[src/rtl/spawn_scheduler_if.sv]
// Signal bundle between game logic, the spawn scheduler and the obstacle units.
// Optional SPAWN_SCHED_LIVES_EN adds the lives counter output.
interface spawn_scheduler_if #(
    parameter int N_OBJ = 10
);
    logic             start;
    logic             collision;
    logic [N_OBJ-1:0] obj_done;
    logic [N_OBJ-1:0] obj_active;
    logic [1:0]       level;
    logic             banner;
    logic             game_won;
    logic             restart_pulse;
    logic [9:0]       tick_count;
`ifdef SPAWN_SCHED_LIVES_EN
    logic [1:0]       lives;

    modport master (
        input  start, collision, obj_done,
        output obj_active, level, banner, game_won, restart_pulse, tick_count, lives
    );
    modport slave (
        output start, collision, obj_done,
        input  obj_active, level, banner, game_won, restart_pulse, tick_count, lives
    );
`else
    modport master (
        input  start, collision, obj_done,
        output obj_active, level, banner, game_won, restart_pulse, tick_count
    );
    modport slave (
        output start, collision, obj_done,
        input  obj_active, level, banner, game_won, restart_pulse, tick_count
    );
`endif
endinterface

[src/rtl/spawn_scheduler.sv]
// Timed obstacle release / retire / level sequencing for the sprite datapath.
// Define SPAWN_SCHED_LIVES_EN to add a limited-lives counter (MAX_LIVES).
module spawn_scheduler #(
    parameter int N_OBJ         = 10,
    parameter int CLKS_PER_TICK = 50000000,
    parameter int INTRO_TICKS   = 1,
    parameter int SPAWN_GAP     = 2,
    parameter int MID_TICKS     = 3,
    parameter int N_LEVELS      = 2
`ifdef SPAWN_SCHED_LIVES_EN
    ,
    parameter int MAX_LIVES     = 3
`endif
) (
    input  logic              Clk,
    input  logic              Reset,
    spawn_scheduler_if.master bus
);
    localparam int PRE_W = (CLKS_PER_TICK > 1) ? $clog2(CLKS_PER_TICK) : 1;
    localparam int IDX_W = $clog2(N_OBJ + 1);
    localparam logic [PRE_W-1:0] PRE_LAST   = PRE_W'(CLKS_PER_TICK - 1);
    localparam logic [9:0]       TC_MAX     = 10'd1023;
    localparam logic [9:0]       INTRO_LAST = (INTRO_TICKS > 0) ? 10'(INTRO_TICKS - 1) : 10'd0;
    localparam logic [9:0]       GAP_LAST   = (SPAWN_GAP > 0) ? 10'(SPAWN_GAP - 1) : 10'd0;
    localparam logic [9:0]       MID_LAST   = (MID_TICKS > 0) ? 10'(MID_TICKS - 1) : 10'd0;
    localparam logic [1:0]       LAST_LEVEL = 2'(N_LEVELS - 1);
    localparam logic [IDX_W-1:0] IDX_END    = IDX_W'(N_OBJ);
    localparam logic [IDX_W-1:0] IDX_ONE    = IDX_W'(1);
    localparam logic [N_OBJ-1:0] FIRST_BIT  = N_OBJ'(1);

    typedef enum logic [2:0] {
        S_IDLE,
        S_INTRO,
        S_SPAWN,
        S_DRAIN,
        S_MID,
        S_WON
    } state_t;

    // A single-obstacle level has nothing left to spawn after the entry spawn.
    localparam state_t ENTRY_STATE = (N_OBJ == 1) ? S_DRAIN : S_SPAWN;

    state_t           state_reg, state_next;
    logic [PRE_W-1:0] prescaler_reg, prescaler_next;
    logic [9:0]       tick_count_reg, tick_count_next;
    logic [IDX_W-1:0] spawn_idx_reg, spawn_idx_next;
    logic [1:0]       level_reg, level_next;
    logic [N_OBJ-1:0] active_reg, active_next;
    logic             banner_reg, banner_next;
    logic             won_reg, won_next;
    logic             restart_reg, restart_next;
`ifdef SPAWN_SCHED_LIVES_EN
    logic [1:0]       lives_reg, lives_next;
`endif

    logic             tick;
    logic             intro_done;
    logic             gap_done;
    logic             mid_done;
    logic             spawn_fire;
    logic             timer_clear;
    logic [N_OBJ-1:0] spawn_onehot;

    assign tick = (prescaler_reg == PRE_LAST);

    // "Reaches N ticks" fires on the edge where the count would become N.
    assign intro_done = (INTRO_TICKS == 0) || (tick && (tick_count_reg == INTRO_LAST));
    assign gap_done   = (SPAWN_GAP == 0)   || (tick && (tick_count_reg == GAP_LAST));
    assign mid_done   = (MID_TICKS == 0)   || (tick && (tick_count_reg == MID_LAST));

    genvar gi;
    generate
        for (gi = 0; gi < N_OBJ; gi++) begin : g_spawn_sel
            assign spawn_onehot[gi] = (spawn_idx_reg == IDX_W'(gi));
        end
    endgenerate

    always_comb begin
        state_next     = state_reg;
        spawn_idx_next = spawn_idx_reg;
        level_next     = level_reg;
        active_next    = active_reg;
        restart_next   = 1'b0;
        spawn_fire     = 1'b0;
`ifdef SPAWN_SCHED_LIVES_EN
        lives_next     = lives_reg;
`endif

        case (state_reg)
            S_IDLE, S_WON: begin
                active_next = '0;
                if (bus.start) begin
                    state_next = S_INTRO;
                    level_next = 2'd0;
`ifdef SPAWN_SCHED_LIVES_EN
                    lives_next = 2'(MAX_LIVES);
`endif
                end
            end
            S_INTRO, S_MID: begin
                if ((state_reg == S_INTRO) ? intro_done : mid_done) begin
                    state_next     = ENTRY_STATE;
                    active_next    = FIRST_BIT;
                    spawn_idx_next = IDX_ONE;
                end
            end
            S_SPAWN, S_DRAIN: begin
                if (bus.collision) begin
                    active_next    = '0;
                    spawn_idx_next = '0;
                    restart_next   = 1'b1;
                    state_next     = S_INTRO;
`ifdef SPAWN_SCHED_LIVES_EN
                    if (lives_reg <= 2'd1) begin
                        lives_next = 2'd0;
                        state_next = S_IDLE;
                    end else begin
                        lives_next = lives_reg - 2'd1;
                    end
`endif
                end else begin
                    // Retire first, then OR in the spawn so a same-cycle spawn wins.
                    active_next = active_reg & ~bus.obj_done;
                    if (state_reg == S_SPAWN) begin
                        if (gap_done) begin
                            spawn_fire     = 1'b1;
                            active_next    = active_next | spawn_onehot;
                            spawn_idx_next = spawn_idx_reg + IDX_ONE;
                            if (spawn_idx_next == IDX_END)
                                state_next = S_DRAIN;
                        end
                    end else if (active_reg == '0) begin
                        if (level_reg == LAST_LEVEL) begin
                            state_next = S_WON;
                        end else begin
                            state_next = S_MID;
                            level_next = level_reg + 2'd1;
                        end
                    end
                end
            end
            default: begin
                state_next  = S_IDLE;
                active_next = '0;
            end
        endcase

        // Each state (and each spawn step) times from zero.
        timer_clear = (state_next != state_reg) || spawn_fire;
        if (timer_clear || tick)
            prescaler_next = '0;
        else
            prescaler_next = prescaler_reg + PRE_W'(1);

        if (timer_clear)
            tick_count_next = 10'd0;
        else if (tick && (tick_count_reg != TC_MAX))
            tick_count_next = tick_count_reg + 10'd1;
        else
            tick_count_next = tick_count_reg;

        banner_next = (state_next != S_SPAWN) && (state_next != S_DRAIN);
        won_next    = (state_next == S_WON);
    end

    always_ff @(posedge Clk or posedge Reset) begin
        if (Reset) begin
            state_reg      <= S_IDLE;
            prescaler_reg  <= '0;
            tick_count_reg <= 10'd0;
            spawn_idx_reg  <= '0;
            level_reg      <= 2'd0;
            active_reg     <= '0;
            banner_reg     <= 1'b1;
            won_reg        <= 1'b0;
            restart_reg    <= 1'b0;
`ifdef SPAWN_SCHED_LIVES_EN
            lives_reg      <= 2'(MAX_LIVES);
`endif
        end else begin
            state_reg      <= state_next;
            prescaler_reg  <= prescaler_next;
            tick_count_reg <= tick_count_next;
            spawn_idx_reg  <= spawn_idx_next;
            level_reg      <= level_next;
            active_reg     <= active_next;
            banner_reg     <= banner_next;
            won_reg        <= won_next;
            restart_reg    <= restart_next;
`ifdef SPAWN_SCHED_LIVES_EN
            lives_reg      <= lives_next;
`endif
        end
    end

    assign bus.obj_active    = active_reg;
    assign bus.level         = level_reg;
    assign bus.banner        = banner_reg;
    assign bus.game_won      = won_reg;
    assign bus.restart_pulse = restart_reg;
    assign bus.tick_count    = tick_count_reg;
`ifdef SPAWN_SCHED_LIVES_EN
    assign bus.lives         = lives_reg;
`endif

endmodule

[src/flat_wrapper.sv]
// flat-port wrapper written by rule: the top's interface ports become plain ports
module spawn_scheduler_flat 
#(
    parameter int N_OBJ         = 10,
    parameter int CLKS_PER_TICK = 50000000,
    parameter int INTRO_TICKS   = 1,
    parameter int SPAWN_GAP     = 2,
    parameter int MID_TICKS     = 3,
    parameter int N_LEVELS      = 2

)
  (Clk, Reset, bus_start, bus_collision, bus_obj_done, bus_obj_active, bus_level, bus_banner, bus_game_won, bus_restart_pulse, bus_tick_count);
  spawn_scheduler_if #(.N_OBJ(N_OBJ)) bus_i ();
  input  logic Clk;
  input  logic Reset;
  input wire logic [$bits(bus_i.start)-1:0] bus_start;
  input wire logic [$bits(bus_i.collision)-1:0] bus_collision;
  input wire logic [$bits(bus_i.obj_done)-1:0] bus_obj_done;
  output wire logic [$bits(bus_i.obj_active)-1:0] bus_obj_active;
  output wire logic [$bits(bus_i.level)-1:0] bus_level;
  output wire logic [$bits(bus_i.banner)-1:0] bus_banner;
  output wire logic [$bits(bus_i.game_won)-1:0] bus_game_won;
  output wire logic [$bits(bus_i.restart_pulse)-1:0] bus_restart_pulse;
  output wire logic [$bits(bus_i.tick_count)-1:0] bus_tick_count;
  assign bus_i.start = bus_start;
  assign bus_i.collision = bus_collision;
  assign bus_i.obj_done = bus_obj_done;
  assign bus_obj_active = bus_i.obj_active;
  assign bus_level = bus_i.level;
  assign bus_banner = bus_i.banner;
  assign bus_game_won = bus_i.game_won;
  assign bus_restart_pulse = bus_i.restart_pulse;
  assign bus_tick_count = bus_i.tick_count;
  spawn_scheduler #(.N_OBJ(N_OBJ), .CLKS_PER_TICK(CLKS_PER_TICK), .INTRO_TICKS(INTRO_TICKS), .SPAWN_GAP(SPAWN_GAP), .MID_TICKS(MID_TICKS), .N_LEVELS(N_LEVELS)) u_core (.Clk(Clk), .Reset(Reset), .bus(bus_i));
endmodule
[config.mk]
export PLATFORM = sky130hd
export DESIGN_NAME = spawn_scheduler_flat
export DESIGN_NICKNAME = d
export VERILOG_FILES = /design/src/rtl/spawn_scheduler_if.sv /design/src/rtl/spawn_scheduler.sv /design/src/flat_wrapper.sv
export SDC_FILE = /design/constraint.sdc
export NUM_CORES = 1
export LEC_CHECK = 0
export CAP_MARGIN = 20
export CORE_UTILIZATION = 50
export DETAILED_ROUTE_END_ITERATION = 6
export GPL_TIMING_DRIVEN = 0
export PLACE_DENSITY = 0.84
export SETUP_SLACK_MARGIN = 0.02
export SYNTH_ARGS = -nofsm -noshare
export SYNTH_HDL_FRONTEND = slang
export SYNTH_SLANG_ARGS = --single-unit
[constraint.sdc]
create_clock -name Clk -period 2.6 [get_ports Clk]
set_input_delay 0.52 -clock Clk [delete_from_list [all_inputs] [get_ports Clk]]
set_output_delay 0.52 -clock Clk [all_outputs]
set_load 0.005 [all_outputs]
==> flow_summary_export.csv, run 1 <==
group,metric,value,unit
logic_synthesis,syn_inst,349,
sta,fmax,408,MHz
setup_path,critPathLaunchType,"flip-flop",
logic_synthesis,synth_top_area_frac,0.442,
logic_synthesis,yosys-top-cells-count,"dfrtp_1, nor2_1, xor2_1",
layout,finalNetCount,423,
sta,setup_viol,0,
setup_path,cpPeakStageDelay,0.51,ns
routing,routed_wl,7.35,mm
setup_path,crit_type,"flip-flop to flip-flop",
global_routing,grt_pass1_vias,2761,
global_routing,antenna_found_initial,0,
power,power,2.03,mW
power,sw_frac_of_total,0.250,
clock_network,cts_buffer_depth,2,
setup_path,cp_common_cell,"or4_1",
logic_synthesis,netlist_area,3230,um^2
global_routing,busiest_layer,"met2",
routing,vias,2871,
clock_network,cts_tree,"done",
sta,hold_viol_final,0,
die,core_area,6060,um^2
setup_path,path_delay_family,"simple AND/OR/NAND/NOR gates",
power,powerDensity,517,nW/um^2
sta,slew_headroom,0.703,
logic_synthesis,yosys-top-cells-area,"dfrtp_1, xor2_1, nor2_1",
setup_path,cp_cell_sequence,"inv_1 -> ha_1 -> and3b_1 -> a21oi_1 -> o22a_1 -> or4_1 -> buf_2 -> or4_1 -> nand3_1",
routing,drcViolationCount,0,
power,power_frac_comb,0.099,
clock_network,clock-sinks,58,
placed_design,place_congestion,0.852,
sta,min_period,2.45,ns
logic_synthesis,yosys_warnings,0,
setup_path,worstPathRequired,2.88,ns
clock_network,clk_pin_slew,0.07,ns
die,die_h,82.3,um
sta,rsz0062_at_grt,"no",
layout,drive_gt1_frac,0.0670,
clock_network,cts.hold.buffers_added,0,
die,die_area,6780,um^2
global_routing,grt_usage,0.243,
placed_design,io_buffer_count,38,
logic_synthesis,ys_ff_latch,58,
placed_design,postPlaceCellArea,3720,um^2
global_routing,grt_use_met1,0.292,
logic_synthesis,async_flop_share,1.00,
layout,antenna_cells,0,
die,ios,39,
logic_synthesis,yosysMostFrequentCell,"dfrtp_1",
layout,final_cell_area,3930,um^2
clock_network,worstSkewPairLatency,0.35,ns
die,row_count,28,
power,power.leakage,1.76,nW
routing,ant_nets,0,
sta,drv_slew,0,
layout,area_delta_synth_final,21.8,%
logic_synthesis,synth_cell_types,51,
setup_path,cp-end-kind,"flip-flop",
run_status,status,"completed",
min_path,hp-class,"flip-flop to flip-flop",
setup_path,path_buf_inv,2,
setup_path,cp.arrival,2.73,ns
power,power.net_switching,508,uW
routing,drt_iter0_drc,230,
power,clkPwrFrac,0.396,
sta,clock_skew,0.00809,ns
layout,multi_input_area,1690,um^2
clock_network,htreeDepth,3,
logic_synthesis,synthFlopType,"dfrtp_1",
layout,seqCellArea,1450,um^2
die,initial_utilization,0.532,
global_routing,grt_first_pass_wirelength,12.2,mm
power,p_seq_frac,0.505,
die,die_x,82.3,um
sta,tightest_slew,0.445,ns
placed_design,dpl.hpwl,5.07,mm
setup_path,crit_path_top_delay_cell,"or4_1",
global_routing,globalRouteMet2Util,0.407,
global_routing,grt_max_degree,44,
layout,final_core_util,0.648,
logic_synthesis,ys_seq_area_frac,0.450,
power,vdd_drop_max,0.000446,V
routing,vias_per_cell,6.01,
run,maxCapViolCount,0,
logic_synthesis,syn-num-nets,373,
routing,avgRoutedWirePerCell,15.4,um
global_routing,use_met3,0.0703,
global_routing,grt-ovfl-total,0,
routing,firstDrtPassIters,5,
logic_synthesis,synth-edff-count,0,
layout,largest_reg_flops,26,
layout,n_fill_cell,491,
setup_path,crit_fanout,8,
logic_synthesis,synth.avg_cell_area,9.24,um^2
sta,final.period_utilization,0.943,
power,intPower,1.52,mW
clock_network,cts-buffers-inserted,9,
logic_synthesis,synth_top_cell_by_area,"dfrtp_1",
clock_network,root_buffer,"clkbuf_8",
placed cells by master (no fill, tap or decap), types with 5 or more instances in the layout:
cell / netlist / layout
clkdlybuf4s50_1: 0 / 38
nor3_1: 8 / 8
clkbuf_1: 9 / 9
o21ai_0: 17 / 17
nor2_1: 52 / 52
and4_1: 5 / 5
inv_1: 13 / 12
nand3_1: 18 / 18
nand4_1: 12 / 12
ha_1: 10 / 10
and3_1: 7 / 7
a22o_1: 9 / 9
dfrtp_1: 57 / 57
a21oi_1: 10 / 10
xnor2_1: 6 / 6
xor2_1: 24 / 24
nand2_1: 21 / 21
or4_1: 5 / 5
clkbuf_8: 0 / 10
and2_1: 6 / 6
area by class of cell:
class,instances,share of cell area
plain buffers,13,0.0140
multi-input cells,264,0.430
inverters,14,0.0134
repair buffers,39,0.102
clock inverters,3,0.0102
flip-flops and latches,58,0.370
well taps,75,0.0239
clock buffers,12,0.0369
through the flow:
| step | hold WS, ns | setup WS (ns) | instances | TNS [ns] |
|---|---|---|---|---|
| 2_1_floorplan | 0.424 | 0.335 | 349 | 0 |
| 3_3_place_gp | 0.444 | -0.362 | 462 | -20.54 |
| 3_5_place_dp | 0.458 | -0.152 | 463 | -0.152 |
| 4_1_cts | 0.466 | 0.126 | 478 | 0 |
| 5_1_grt | 0.484 | 0.0343 | 478 | 0 |
| 6_report | 0.462 | 0.149 | 478 | 0 |
power by group through the flow:
stage	sequential, mW	clock, mW	combinational (mW)
2_1_floorplan	1.03	0	0.137
3_3_place_gp	1.04	0	0.189
3_5_place_dp	1.04	0	0.201
4_1_cts	1.02	0.827	0.204
5_1_grt	1.03	0.864	0.230
6_report	1.03	0.806	0.202
kinds of logic after synthesis:
group,count (synthesis),synth area share
multiplexers,1,0.00349
AND/OR/NAND/NOR,161,0.266
adder cells (fa/ha/maj),10,0.0388
buffers and inverters,27,0.0326
AO/OA/AOI/OAI,62,0.127
XOR/XNOR,30,0.0815
flip-flops,58,0.450
layer usage:
layer,routed length (um),up-vias
met2,3580,128
met5,0,-
met3,566,9
met4,103,0
li1,-,1341
met1,3090,1393
path summary, 6_finish.rpt:
path                                                       from                                   end  slack, ns  depth (start not counted)
setup reg to reg           u_core.bus.tick_count[0]$_DFFE_PP0P_   u_core.spawn_idx_reg[3]$_DFFE_PP0P_       0.15                          9
max in group asynchronous                                 Reset    u_core.prescaler_reg[19]$_DFF_PP0_       1.58                          3
min in group asynchronous                                 Reset  u_core.bus.obj_active[8]$_DFFE_PP0N_       0.48                          2
hold / removal                u_core.prescaler_reg[0]$_DFF_PP0_     u_core.prescaler_reg[0]$_DFF_PP0_       0.46                          1
hold reg to reg               u_core.prescaler_reg[0]$_DFF_PP0_     u_core.prescaler_reg[0]$_DFF_PP0_       0.46                          1
setup / recovery           u_core.bus.tick_count[0]$_DFFE_PP0P_   u_core.spawn_idx_reg[3]$_DFFE_PP0P_       0.15                          9
timing repair:
| item | in CTS | in global routing |
|---|---|---|
| setup buffers | 0 | 0 |
| resized for setup | 0 | 7 |
| setup endpoints to repair | 0 | 17 |
Power figures use the tool's default switching activity.
==> inputs of run 2 (changes only) <==
--- a/config.mk
+++ b/config.mk
@@ -7,6 +7,7 @@
 export LEC_CHECK = 0
 export CAP_MARGIN = 20
 export CORE_UTILIZATION = 50
+export CTS_BUF_LIST = sky130_fd_sc_hd__clkbuf_8
 export DETAILED_ROUTE_END_ITERATION = 6
 export GPL_TIMING_DRIVEN = 0
 export PLACE_DENSITY = 0.84
==> flow_summary_export.csv, run 2 (same netlist as run 1, synthesis figures left out) <==
group,metric,value,unit
clock_network,cts.hold.buffers_added,0,
sta,clock_skew,0.00736,ns
clock_network,clock-sinks,58,
sta,fmax,408,MHz
routing,routed_wl,7.37,mm
setup_path,worstPathRequired,2.89,ns
min_path,hold_path_end,"u_core.prescaler_reg[0]$_DFF_PP0_",
setup_path,crit_type,"flip-flop to flip-flop",
layout,antenna_cells,0,
layout,final_cell_area,3930,um^2
global_routing,grt_max_degree,44,
sta,drv_slew,0,
sta,fin_ws,0.150,ns
layout,area_delta_synth_final,21.8,%
layout,final_core_util,0.648,
routing,ant_nets,0,
run,maxCapViolCount,0,
die,die_x,82.3,um
sta,setup_viol,0,
placed_design,io_buffer_count,38,
power,power.net_switching,512,uW
setup_path,cp_common_cell,"or4_1",
setup_path,r2r-start,"u_core.bus.tick_count[0]$_DFFE_PP0P_",
setup_path,rrSetupSlack,0.15,ns
routing,drcViolationCount,0,
die,row_count,28,
sta,slew_headroom,0.706,
placed_design,postPlaceCellArea,3720,um^2
setup_path,path_delay_family,"simple AND/OR/NAND/NOR gates",
layout,fin_cells,478,
power,vdd_drop_max,0.000447,V
min_path,hold_depth,1,
die,die_area,6780,um^2
global_routing,grt-ovfl-total,0,
setup_path,critPathLaunchType,"flip-flop",
power,p_seq_frac,0.505,
placed_design,place_congestion,0.852,
min_path,hp-class,"flip-flop to flip-flop",
clock_network,cts_resized,0,
routing,firstDrtPassIters,5,
global_routing,grt_first_pass_wirelength,12.2,mm
layout,drive_gt1_frac,0.0670,
sta,rsz0062_at_grt,"no",
placed_design,dpl.hpwl,5.07,mm
layout,layout_commonest_cell,"dfrtp_1",
sta,min_period,2.45,ns
placed_design,dp_slack,-0.152,ns
clock_network,cts_tree,"done",
die,initial_utilization,0.532,
routing,avgRoutedWirePerCell,15.4,um
die,ios,39,
min_path,worstHoldStart,"u_core.prescaler_reg[0]$_DFF_PP0_",
sta,tightest_slew,0.441,ns
clock_network,htreeDepth,3,
setup_path,r2r-end,"u_core.spawn_idx_reg[3]$_DFFE_PP0P_",
setup_path,reg2reg_depth,9,
routing,vias,2877,
setup_path,cp_cell_sequence,"inv_1 -> ha_1 -> and3b_1 -> a21oi_1 -> o22a_1 -> or4_1 -> buf_2 -> or4_1 -> nand3_1",
setup_path,cp.arrival,2.74,ns
setup_path,crit_path_top_delay_cell,"or4_1",
setup_path,cp-end-kind,"flip-flop",
clock_network,root_buffer,"clkbuf_8",
layout,layout_common_cells,"dfrtp_1, nor2_1, clkdlybuf4s50_1",
layout,n_fill_cell,491,
clock_network,cts-buffers-inserted,9,
routing,drt_iter0_drc,240,
global_routing,grt_pass1_vias,2761,
sta,final.period_utilization,0.942,
clock_network,postCtsSetupBuffers,0,
power,power_frac_comb,0.099,
die,die_h,82.3,um
placed_design,dp_cells,463,
power,powerDensity,516,nW/um^2
global_routing,antenna_found_initial,0,
setup_path,crit_fanout,8,
power,intPower,1.52,mW
clock_network,cts_buffer_depth,2,
clock_network,worstSkewPairLatency,0.35,ns
clock_network,clk_pin_slew,0.07,ns
die,core_area,6060,um^2
power,sw_frac_of_total,0.252,
run_status,status,"completed",
power,power.leakage,1.77,nW
sta,hold_viol_final,0,
layout,largest_reg_flops,26,
power,clkPwrFrac,0.395,
setup_path,path_buf_inv,2,
layout,finalNetCount,423,
setup_path,cpPeakStageDelay,0.51,ns
global_routing,grt_usage,0.243,
routing,vias_per_cell,6.02,
==> run 2: worst reg2reg max path: cells and delay by family (launching register included) <==
| kind | cells | cell delay (ns) |
|---|---|---|
| buffers and inverters | 2 | 0.31 |
| and+or+nand+nor | 4 | 1.18 |
| adders and majority gates | 1 | 0.18 |
| AOI/OAI and AO/OA | 2 | 0.28 |
| DFF | 1 | 0.44 |
==> run 2: layout make-up <==
| cell class | count | area [um^2] | share of cell area |
|---|---|---|---|
| Multi-Input combinational cell | 264 | 1690 | 0.430 |
| Sequential cell | 58 | 1450 | 0.370 |
| Timing Repair Buffer | 39 | 400 | 0.102 |
| Clock buffer | 10 | 138 | 0.0350 |
| Tap cell | 75 | 93.8 | 0.0239 |
| Buffer | 13 | 55.1 | 0.0140 |
| Inverter | 14 | 52.6 | 0.0134 |
| Clock inverter | 5 | 47.5 | 0.0121 |
==> run 2: through the flow <==
stage	total power, mW	hold WS (ns)	TNS [ns]
5_1_grt	2.12	0.484	0
2_1_floorplan	1.17	0.424	0
6_report	2.03	0.462	0
3_3_place_gp	1.23	0.444	-20.54
3_5_place_dp	1.24	0.458	-0.152
4_1_cts	2.05	0.466	0
==> run 2: power by group through the flow <==
| stage | combinational (mW) | sequential (mW) | clock, mW |
|---|---|---|---|
| CTS | 0.204 | 1.02 | 0.820 |
| detailed placement | 0.201 | 1.04 | 0 |
| global route | 0.230 | 1.03 | 0.857 |
| floorplan | 0.137 | 1.03 | 0 |
| finish | 0.202 | 1.03 | 0.802 |
| global placement | 0.189 | 1.04 | 0 |
==> run 2: worst max path at each step <==
stage | startpoint | end | depth (start not counted)
global placement | Reset | u_core.bus.tick_count[4]$_DFFE_PP0P_ | 2
CTS | u_core.bus.tick_count[7]$_DFFE_PP0P_ | u_core.bus.obj_active[7]$_DFFE_PP0N_ | 6
finish | u_core.bus.tick_count[0]$_DFFE_PP0P_ | u_core.spawn_idx_reg[3]$_DFFE_PP0P_ | 9
floorplan | u_core.bus.tick_count[0]$_DFFE_PP0P_ | u_core.spawn_idx_reg[3]$_DFFE_PP0P_ | 9
global route | u_core.bus.tick_count[0]$_DFFE_PP0P_ | u_core.spawn_idx_reg[3]$_DFFE_PP0P_ | 9
detailed placement | bus_collision | u_core.spawn_idx_reg[3]$_DFFE_PP0P_ | 8
==> run 2: metal layers <==
layer,track usage,part of all wire,vias up
met5,0,0,-
met3,0.0703,0.069,14
li1,-,-,1343
met4,0.102,0.016,0
met2,0.407,0.49,104
met1,0.292,0.43,1416
